## config.mk

```make
export PLATFORM = sky130hd
export DESIGN_NAME = round_ctrl
export DESIGN_NICKNAME = d
export VERILOG_FILES = /design/src/rtl/round_ctrl.sv
export SDC_FILE = /design/constraint.sdc
export NUM_CORES = 1
export LEC_CHECK = 0
export BUFFER_PORTS_ARGS = -buffer_cell sky130_fd_sc_hd__buf_2
export CAP_MARGIN = 5
export CORE_UTILIZATION = 52
export CTS_CLUSTER_SIZE = 30
export DETAILED_ROUTE_END_ITERATION = 10
export HOLD_SLACK_MARGIN = 0.12
export PLACE_DENSITY = 0.76
export SYNTH_ARGS = -nofsm -noshare
export SYNTH_HDL_FRONTEND = slang
export SYNTH_SLANG_ARGS = --single-unit
```

## constraint.sdc

```tcl
create_clock -name clk -period 2.73 [get_ports clk]
set_clock_uncertainty 0.2 [all_clocks]
set_input_delay 0.819 -clock clk [delete_from_list [all_inputs] [get_ports clk]]
set_output_delay 0.819 -clock clk [all_outputs]
set_load 0.01 [all_outputs]
```

## src/rtl/round_ctrl.sv

```systemverilog
// Round controller for the frog game: tracks score and lives, sequences goal/hit holds and end states.
// Optional round time limit enabled by defining ROUND_CTRL_TIMEOUT_EN.
module round_ctrl #(
    parameter int unsigned COLS        = 8,
    parameter int unsigned LIVES       = 3,
    parameter int unsigned WIN_SCORE   = 7,
    parameter int unsigned HOLD_CYC    = 50,
    parameter int unsigned TIMEOUT_CYC = 1000
) (
    input  logic            clk,
    input  logic            reset,
    input  logic [COLS-1:0] goalRow,
    input  logic            hit,
    output logic            resetRound,
    output logic [2:0]      score,
    output logic [1:0]      lives,
    output logic            playing,
    output logic            gameWon,
    output logic            gameOver
);

    localparam int unsigned HOLD_W = (HOLD_CYC > 1) ? $clog2(HOLD_CYC) : 1;

    // Reject parameter values the score/lives registers cannot represent.
    if (LIVES < 1 || LIVES > 3) begin : g_bad_lives
        $error("round_ctrl: LIVES must be in 1..3");
    end
    if (WIN_SCORE < 1 || WIN_SCORE > 7) begin : g_bad_win
        $error("round_ctrl: WIN_SCORE must be in 1..7");
    end
    if (HOLD_CYC < 1) begin : g_bad_hold
        $error("round_ctrl: HOLD_CYC must be at least 1");
    end
    if (TIMEOUT_CYC < 1) begin : g_bad_timeout
        $error("round_ctrl: TIMEOUT_CYC must be at least 1");
    end

    typedef enum logic [2:0] {
        PLAY      = 3'd0,
        WIN_HOLD  = 3'd1,
        LOSE_HOLD = 3'd2,
        WON       = 3'd3,
        OVER      = 3'd4
    } state_t;

    state_t              state, state_n;
    logic [2:0]          score_n;
    logic [1:0]          lives_n;
    logic [HOLD_W-1:0]   hold_cnt, hold_cnt_n;
    logic                reset_round_n;
    logic                goal_c;
    logic                hit_eff_c;

    assign goal_c = |goalRow;

`ifdef ROUND_CTRL_TIMEOUT_EN
    localparam int unsigned TMR_W = (TIMEOUT_CYC > 1) ? $clog2(TIMEOUT_CYC) : 1;

    logic [TMR_W-1:0] timer, timer_n;
    logic             timeout_c;

    // Time limit expiring counts as a collision for this cycle.
    assign timeout_c = (state == PLAY) && (timer == TMR_W'(TIMEOUT_CYC - 1));
    assign hit_eff_c = hit | timeout_c;

    // Timer only runs while the frog stays in PLAY; any exit or re-entry restarts it.
    always_comb begin
        timer_n = '0;
        if (state == PLAY && state_n == PLAY) begin
            timer_n = timer + TMR_W'(1);
        end
    end

    always_ff @(posedge clk) begin
        if (reset) begin
            timer <= '0;
        end else begin
            timer <= timer_n;
        end
    end
`else
    assign hit_eff_c = hit;
`endif

    // Next-state, score/lives update and round-restart pulse.
    always_comb begin
        state_n       = state;
        score_n       = score;
        lives_n       = lives;
        hold_cnt_n    = hold_cnt;
        reset_round_n = 1'b0;

        case (state)
            PLAY: begin
                if (goal_c) begin
                    // Goal wins over a coincident hit; lives untouched.
                    if (score < 3'(WIN_SCORE)) begin
                        score_n = score + 3'd1;
                    end
                    if (score_n == 3'(WIN_SCORE)) begin
                        state_n = WON;
                    end else begin
                        state_n       = WIN_HOLD;
                        hold_cnt_n    = '0;
                        reset_round_n = 1'b1;
                    end
                end else if (hit_eff_c) begin
                    if (lives != 2'd0) begin
                        lives_n = lives - 2'd1;
                    end
                    if (lives_n == 2'd0) begin
                        state_n = OVER;
                    end else begin
                        state_n       = LOSE_HOLD;
                        hold_cnt_n    = '0;
                        reset_round_n = 1'b1;
                    end
                end
            end

            WIN_HOLD, LOSE_HOLD: begin
                if (hold_cnt == HOLD_W'(HOLD_CYC - 1)) begin
                    state_n    = PLAY;
                    hold_cnt_n = '0;
                end else begin
                    hold_cnt_n = hold_cnt + HOLD_W'(1);
                end
            end

            WON, OVER: begin
                state_n = state;
            end

            default: begin
                state_n    = PLAY;
                hold_cnt_n = '0;
            end
        endcase
    end

    // State register with registered status outputs.
    always_ff @(posedge clk) begin
        if (reset) begin
            state      <= PLAY;
            score      <= 3'd0;
            lives      <= 2'(LIVES);
            hold_cnt   <= '0;
            resetRound <= 1'b0;
            playing    <= 1'b1;
            gameWon    <= 1'b0;
            gameOver   <= 1'b0;
        end else begin
            state      <= state_n;
            score      <= score_n;
            lives      <= lives_n;
            hold_cnt   <= hold_cnt_n;
            resetRound <= reset_round_n;
            playing    <= (state_n == PLAY);
            gameWon    <= (state_n == WON);
            gameOver   <= (state_n == OVER);
        end
    end

endmodule

```

==> results of run 1 <==
registers in the layout, summed over array words and instances, names as in the netlist:
signal	count
hold_cnt	6
playing	1
state	3
score	3
lives	2
gameOver	1
gameWon	1
resetRound	1
power groups by stage:
stage / Sequential [mW] / Combinational, mW / Clock, mW
floorplan: 0.294 / 0.0506 / 0
global placement: 0.294 / 0.0753 / 0
detailed placement: 0.294 / 0.0777 / 0
CTS: 0.288 / 0.0778 / 0.165
global route: 0.291 / 0.0864 / 0.178
finish: 0.288 / 0.0772 / 0.160
cell usage after synthesis (2+ instances only):
cell	number
a211o_1	2
a211oi_1	4
a21oi_1	8
a311oi_1	3
a41oi_1	2
and3_1	2
buf_2	2
dfxtp_1	18
ha_1	3
inv_1	7
nand2_1	11
nand3_1	6
nor2_1	10
nor3_1	2
nor4_4	2
o21ai_0	2
or2_2	2
stage by stage:
step                hold WS [ns]  cell area [sq um]  worst slack (ns)  instances
detailed placement         0.293               1040             0.297        147
floorplan                  0.317                928             0.603        107
global route               0.360               1080             0.445        151
CTS                        0.316               1080             0.606        151
global placement           0.280               1040             0.335        147
finish                     0.313               1080             0.603        151
cell type report:
class                           instances  area (sq um)
Multi-Input combinational cell         79           528
Inverter                                7          26.3
Clock buffer                            4          36.3
Tap cell                               24          30.0
Fill cell                             145           518
Sequential cell                        18           360
Timing Repair Buffer                   19          95.1
placed cells by master, fill, tap and decap left out, drive strengths merged, types with 2 or more instances in the layout:
cell     n
a21oi    9
inv      7
buf     19
nand3    6
a311oi   3
dfxtp   18
a211oi   4
ha       3
a211o    2
or2      2
nand2   11
and3     2
clkbuf   4
nor2    10
nor4     2
nor3     2
o21ai    3
a41oi    2
cells by family after synthesis:
family | Yosys count | share of synthesized area (%)
DFF | 18 | 38.8
AOI/OAI and AO/OA | 31 | 24.9
adders and majority gates | 3 | 4.04
and+or+nand+nor | 43 | 26.0
xor gates and xnor gates | 2 | 1.89
buffers and inverters | 10 | 4.31
routing by layer:
metal	GRT usage (%)	share of wire (%)	vias to the layer above
met5	0	0	-
met4	10.9	1.1	0
met3	7.76	4.7	3
met2	37.9	49	23
met1	25.4	45	392
li1	-	-	438
worst max path at each step:
stage                              to  slack (ns)
after floorplan           hold_cnt[0]        0.60
after global placement    hold_cnt[0]        0.34
after detailed placement  hold_cnt[0]        0.30
after CTS                 hold_cnt[0]        0.61
after global routing      hold_cnt[0]        0.45
final                     hold_cnt[0]        0.60
==> out/metrics.yaml, run 1 <==
status: "completed"
synth_edf_count: 0
routed_wl_mm: 1.89
yosys-top-cells-area: "dfxtp_1 39%, nor4_4 4.6%, nand2_1 4.4%, a21oi_1 4.3%, ha_1 4.0%"
cts_buffer_depth: 2
gp_congestion: 0.831
max_freq_mhz: 470
finalCritPeriodShare_pct: 77.9
reg2reg_from: "score[0]"
clock_latency_ns: 0.30
pwr-share-seq_pct: 54.8
antenna_found_initial: 0
avgSynthCellArea_sq_um: 8.68
cpMaxStageDelayCell: "nor4_4"
cts-resized-gates: 0
start_util_pct: 58.2
reg2reg_setup_slack_ns: 0.70
io_pins: 20
die_h_microns: 44.3
cts_buffers: 3
cts_tree: "yes"
clockRootBuffer: "clkbuf_4"
clk_pin_slew_ns: 0.09
first_pass_iters: 4
end_kind: "register"
powerDensity_mw_per_mm2: 488
startpoint_type: "primary input"
syn_area_sq_um: 928
postRouteAntennaNets: 0
syn-num-nets: 121
grt_max_degree: 17
post-route-util_pct: 67.5
rows: 14
port_buffers: 19
synth_seq_area_share_pct: 38.8
htreeDepth: 1
p_switching_uw: 136
drtIter0Drc: 22
power.share.combinational_pct: 14.7
wire_per_inst_microns: 12.5
synth_seq_cells: 18
die-area_sq_mm: 0.00196
p_total_uw: 525
drc_errors: 0
via_per_inst: 5.67
area_growth_pct: 15.9
async_reset_ff_share_pct: 0
hpwl_mm: 1.45
tns_ns: 0
critPathRequiredTime_ns: 2.74
startpoint: "goalRow[5]"
internal_power_uw: 389
cp_cell_sequence: "buf_2 > nor4_4 > nand2_1 > a32oi_2 > o21ai_2 > a311oi_1"
regToRegEndpoint: "hold_cnt[0]"
worstHoldPathCells: 1
holdCritPathClass: "register to register"
synth_top_area_cell: "dfxtp_1"
clock_sinks: 18
core_area_sq_mm: 0.00159
yosysWarningCount: 0
gr-total-overflow: 0
critPathBufInv: 1
irDropWorstVdd_uv: 350
finalCriticalPeriod_ns: 2.13
path_max_fanout: 6
ys_types: 38
nNetsFinal: 142
ys.flop_type: "dfxtp_1"
critPathMaxStageDelay_ns: 0.36
drive_gt1_share_pct: 23.6
clkPwrFrac_pct: 30.5
vias: 856
synth_top_area_share_pct: 38.8
hold_viol_final: 0
fp.dieW_microns: 44.3
timing_worst_slew_pin_value_ns: 0.345
path_class: "primary input to register"
slew_headroom_pct: 76.9
grt.total_usage_pct: 22.6
postCtsHoldBufs: 0
grt_pass1_vias: 743
grt_pass1_wl_mm: 3.17
rsz0062_at_grt: "no"
worst-r2r-cell-count: 6
cp.arrival_ns: 2.14
setup_viol: 0
synthCells: 107
cp.depth: 6
cap_viol_max_count: 0
postCtsSetupRepairBufs: 0
cp_top_family: "compound AO/OA/AOI/OAI gates"
num_antenna_cells: 0
maxSlewViolCount: 0
p_leak_nw: 0.429
sw_frac_of_total_pct: 26.0
hold_path_end: "lives[0]"
min-delay-start: "lives[0]"
(Power assumes the default switching activity.)
==> inputs of run 2 (changes only) <==
- CORE_UTILIZATION: 52 -> 47
- PLACE_DENSITY: 0.76 -> 0.72
- clock period: 2.73 -> 1.74 ns (I/O delays scaled with it)
==> out/metrics.yaml, run 2 (same netlist as run 1, synthesis figures left out) <==
finalCritPeriodShare_pct: 104
p_leak_nw: 0.537
grt_pass1_vias: 835
finalCriticalPeriod_ns: 1.81
first_pass_iters: 4
start_util_pct: 52.1
holdCritPathClass: "register to register"
gp_congestion: 0.891
startpoint: "score[1]"
p_total_uw: 903
largest_reg_flops: 6
rsz0062_at_grt: "yes"
clock_latency_ns: 0.30
clock_sinks: 18
cts_tree: "yes"
layout_commonest_cell: "buf_4"
htreeDepth: 1
cts_buffers: 3
critPathMaxStageDelay_ns: 0.37
powerDensity_mw_per_mm2: 688
post-route-util_pct: 73.5
cpMaxStageDelayCell: "dfxtp_2"
stdcell_area_sq_mm: 0.00131
wire_per_inst_microns: 13.4
die-area_sq_mm: 0.00216
hold_ws_ns: 0.334
grt.total_usage_pct: 23.6
end_kind: "register"
grt_pass1_wl_mm: 3.57
die_h_microns: 46.4
max_freq_mhz: 552
rows: 15
grt_max_degree: 17
drc_errors: 0
crit_end: "hold_cnt[0]"
fp.dieW_microns: 46.4
hold_viol_final: 0
setup_viol: 6
clockRootBuffer: "clkbuf_4"
startpoint_type: "register"
reg2reg_from: "score[1]"
critPathRequiredTime_ns: 1.75
area_growth_pct: 41.2
cp.depth: 6
num_antenna_cells: 0
io_pins: 20
clk_pin_slew_ns: 0.12
cp.arrival_ns: 1.82
gr-total-overflow: 0
nNetsFinal: 161
reg_top3: "hold_cnt (6), score (3), state (3)"
cap_viol_max_count: 0
critPathBufInv: 0
violations: "negative setup slack"
cp_cell_sequence: "ha_4 > xor2_2 > nand3b_1 > a32oi_2 > o21ai_4 > a311oi_2"
irDropWorstVdd_uv: 491
drtIter0Drc: 18
port_buffers: 19
routed_wl_mm: 2.30
postRouteAntennaNets: 0
reg2reg_setup_slack_ns: -0.07
antenna_found_initial: 0
dpl-instance-area_sq_mm: 0.00117
hpwl_mm: 1.55
drive_gt1_share_pct: 42.5
path_class: "register to register"
vias: 946
cts_buffer_depth: 2
slew_headroom_pct: 77.3
path_max_fanout: 6
regToRegEndpoint: "hold_cnt[0]"
regMostFlops: "hold_cnt"
status: "finished with violations"
via_per_inst: 5.53
core_area_sq_mm: 0.00178
worst_slack_ns: -0.0708
maxSlewViolCount: 0
layout_common_cells: "19 x buf_4, 16 x buf_2, 15 x dfxtp_1"
timing_worst_slew_pin_value_ns: 0.338
cp_top_family: "compound AO/OA/AOI/OAI gates"
worst-r2r-cell-count: 6
## run 2: cell count changes in the layout (fill, tap and decap cells not counted), moves of 3 or more
cell / before / now
a211oi_1: 4 / 1
buf_6: 0 / 3
dfxtp_2: 0 / 3
buf_2: 19 / 16
dfxtp_1: 18 / 15
a211oi_2: 0 / 3
buf_4: 0 / 19
## run 2: how the worst min path moves through the flow
stage	startpoint	end	slack (ns)	depth (start not counted)
6_report	lives[0]	lives[0]	0.33	1
5_1_grt	lives[0]	lives[0]	0.36	1
4_1_cts	lives[0]	lives[0]	0.34	1
3_5_place_dp	lives[0]	lives[0]	0.31	1
3_3_place_gp	lives[0]	lives[0]	0.29	1
2_1_floorplan	hold_cnt[0]	hold_cnt[0]	0.32	1
## run 2: final cells by class
| class | instances | area, sq um |
|---|---|---|
| Clock buffer | 4 | 36.3 |
| Fill cell | 135 | 472 |
| Inverter | 7 | 26.3 |
| Multi-Input combinational cell | 79 | 597 |
| Sequential cell | 18 | 364 |
| Tap cell | 25 | 31.3 |
| Timing Repair Buffer | 38 | 256 |
## run 2: timing repair
| action | in CTS | in global routing |
|---|---|---|
| setup endpoints to repair | 7 | 12 |
| pin swaps | 5 | 5 |
| hold endpoints to repair | 0 | 0 |
| buffers inserted | 1 | 1 |
| resized for setup | 12 | 6 |
| hold buffers | 0 | 0 |
## run 2: worst register-to-register path, cell delays in order (launching register included)
cell	delay [ns]
dfxtp_2	0.37
ha_4	0.15
xor2_2	0.14
nand3b_1	0.13
a32oi_2	0.30
o21ai_4	0.14
a311oi_2	0.28
## run 2: through the flow
| step | setup TNS [ns] | instances | worst slack [ns] |
|---|---|---|---|
| 6_report | -0.247 | 171 | -0.0708 |
| 5_1_grt | -0.813 | 171 | -0.145 |
| 4_1_cts | -0.0533 | 170 | -0.0203 |
| 3_5_place_dp | -4.50 | 165 | -0.365 |
| 3_3_place_gp | -3.44 | 165 | -0.279 |
| 2_1_floorplan | -0.434 | 107 | -0.0902 |
## run 2: per-layer routing
layer	up-vias	part of all wire (%)	routed length (microns)	global-route usage, %
li1	476	-	-	-
met1	441	46	1060	31.0
met2	25	49	1120	38.6
met4	0	1.0	23	6.47
met5	-	0	0	0
met3	4	4.2	97	4.71
## run 2: power by group
part | internal (mW) | leakage (nW) | switching, mW | total, mW
Clock | 0.127 | 0.0210 | 0.138 | 0.265
Combinational | 0.0938 | 0.368 | 0.0958 | 0.190
Sequential | 0.432 | 0.148 | 0.0159 | 0.447
Total | 0.653 | 0.537 | 0.250 | 0.903
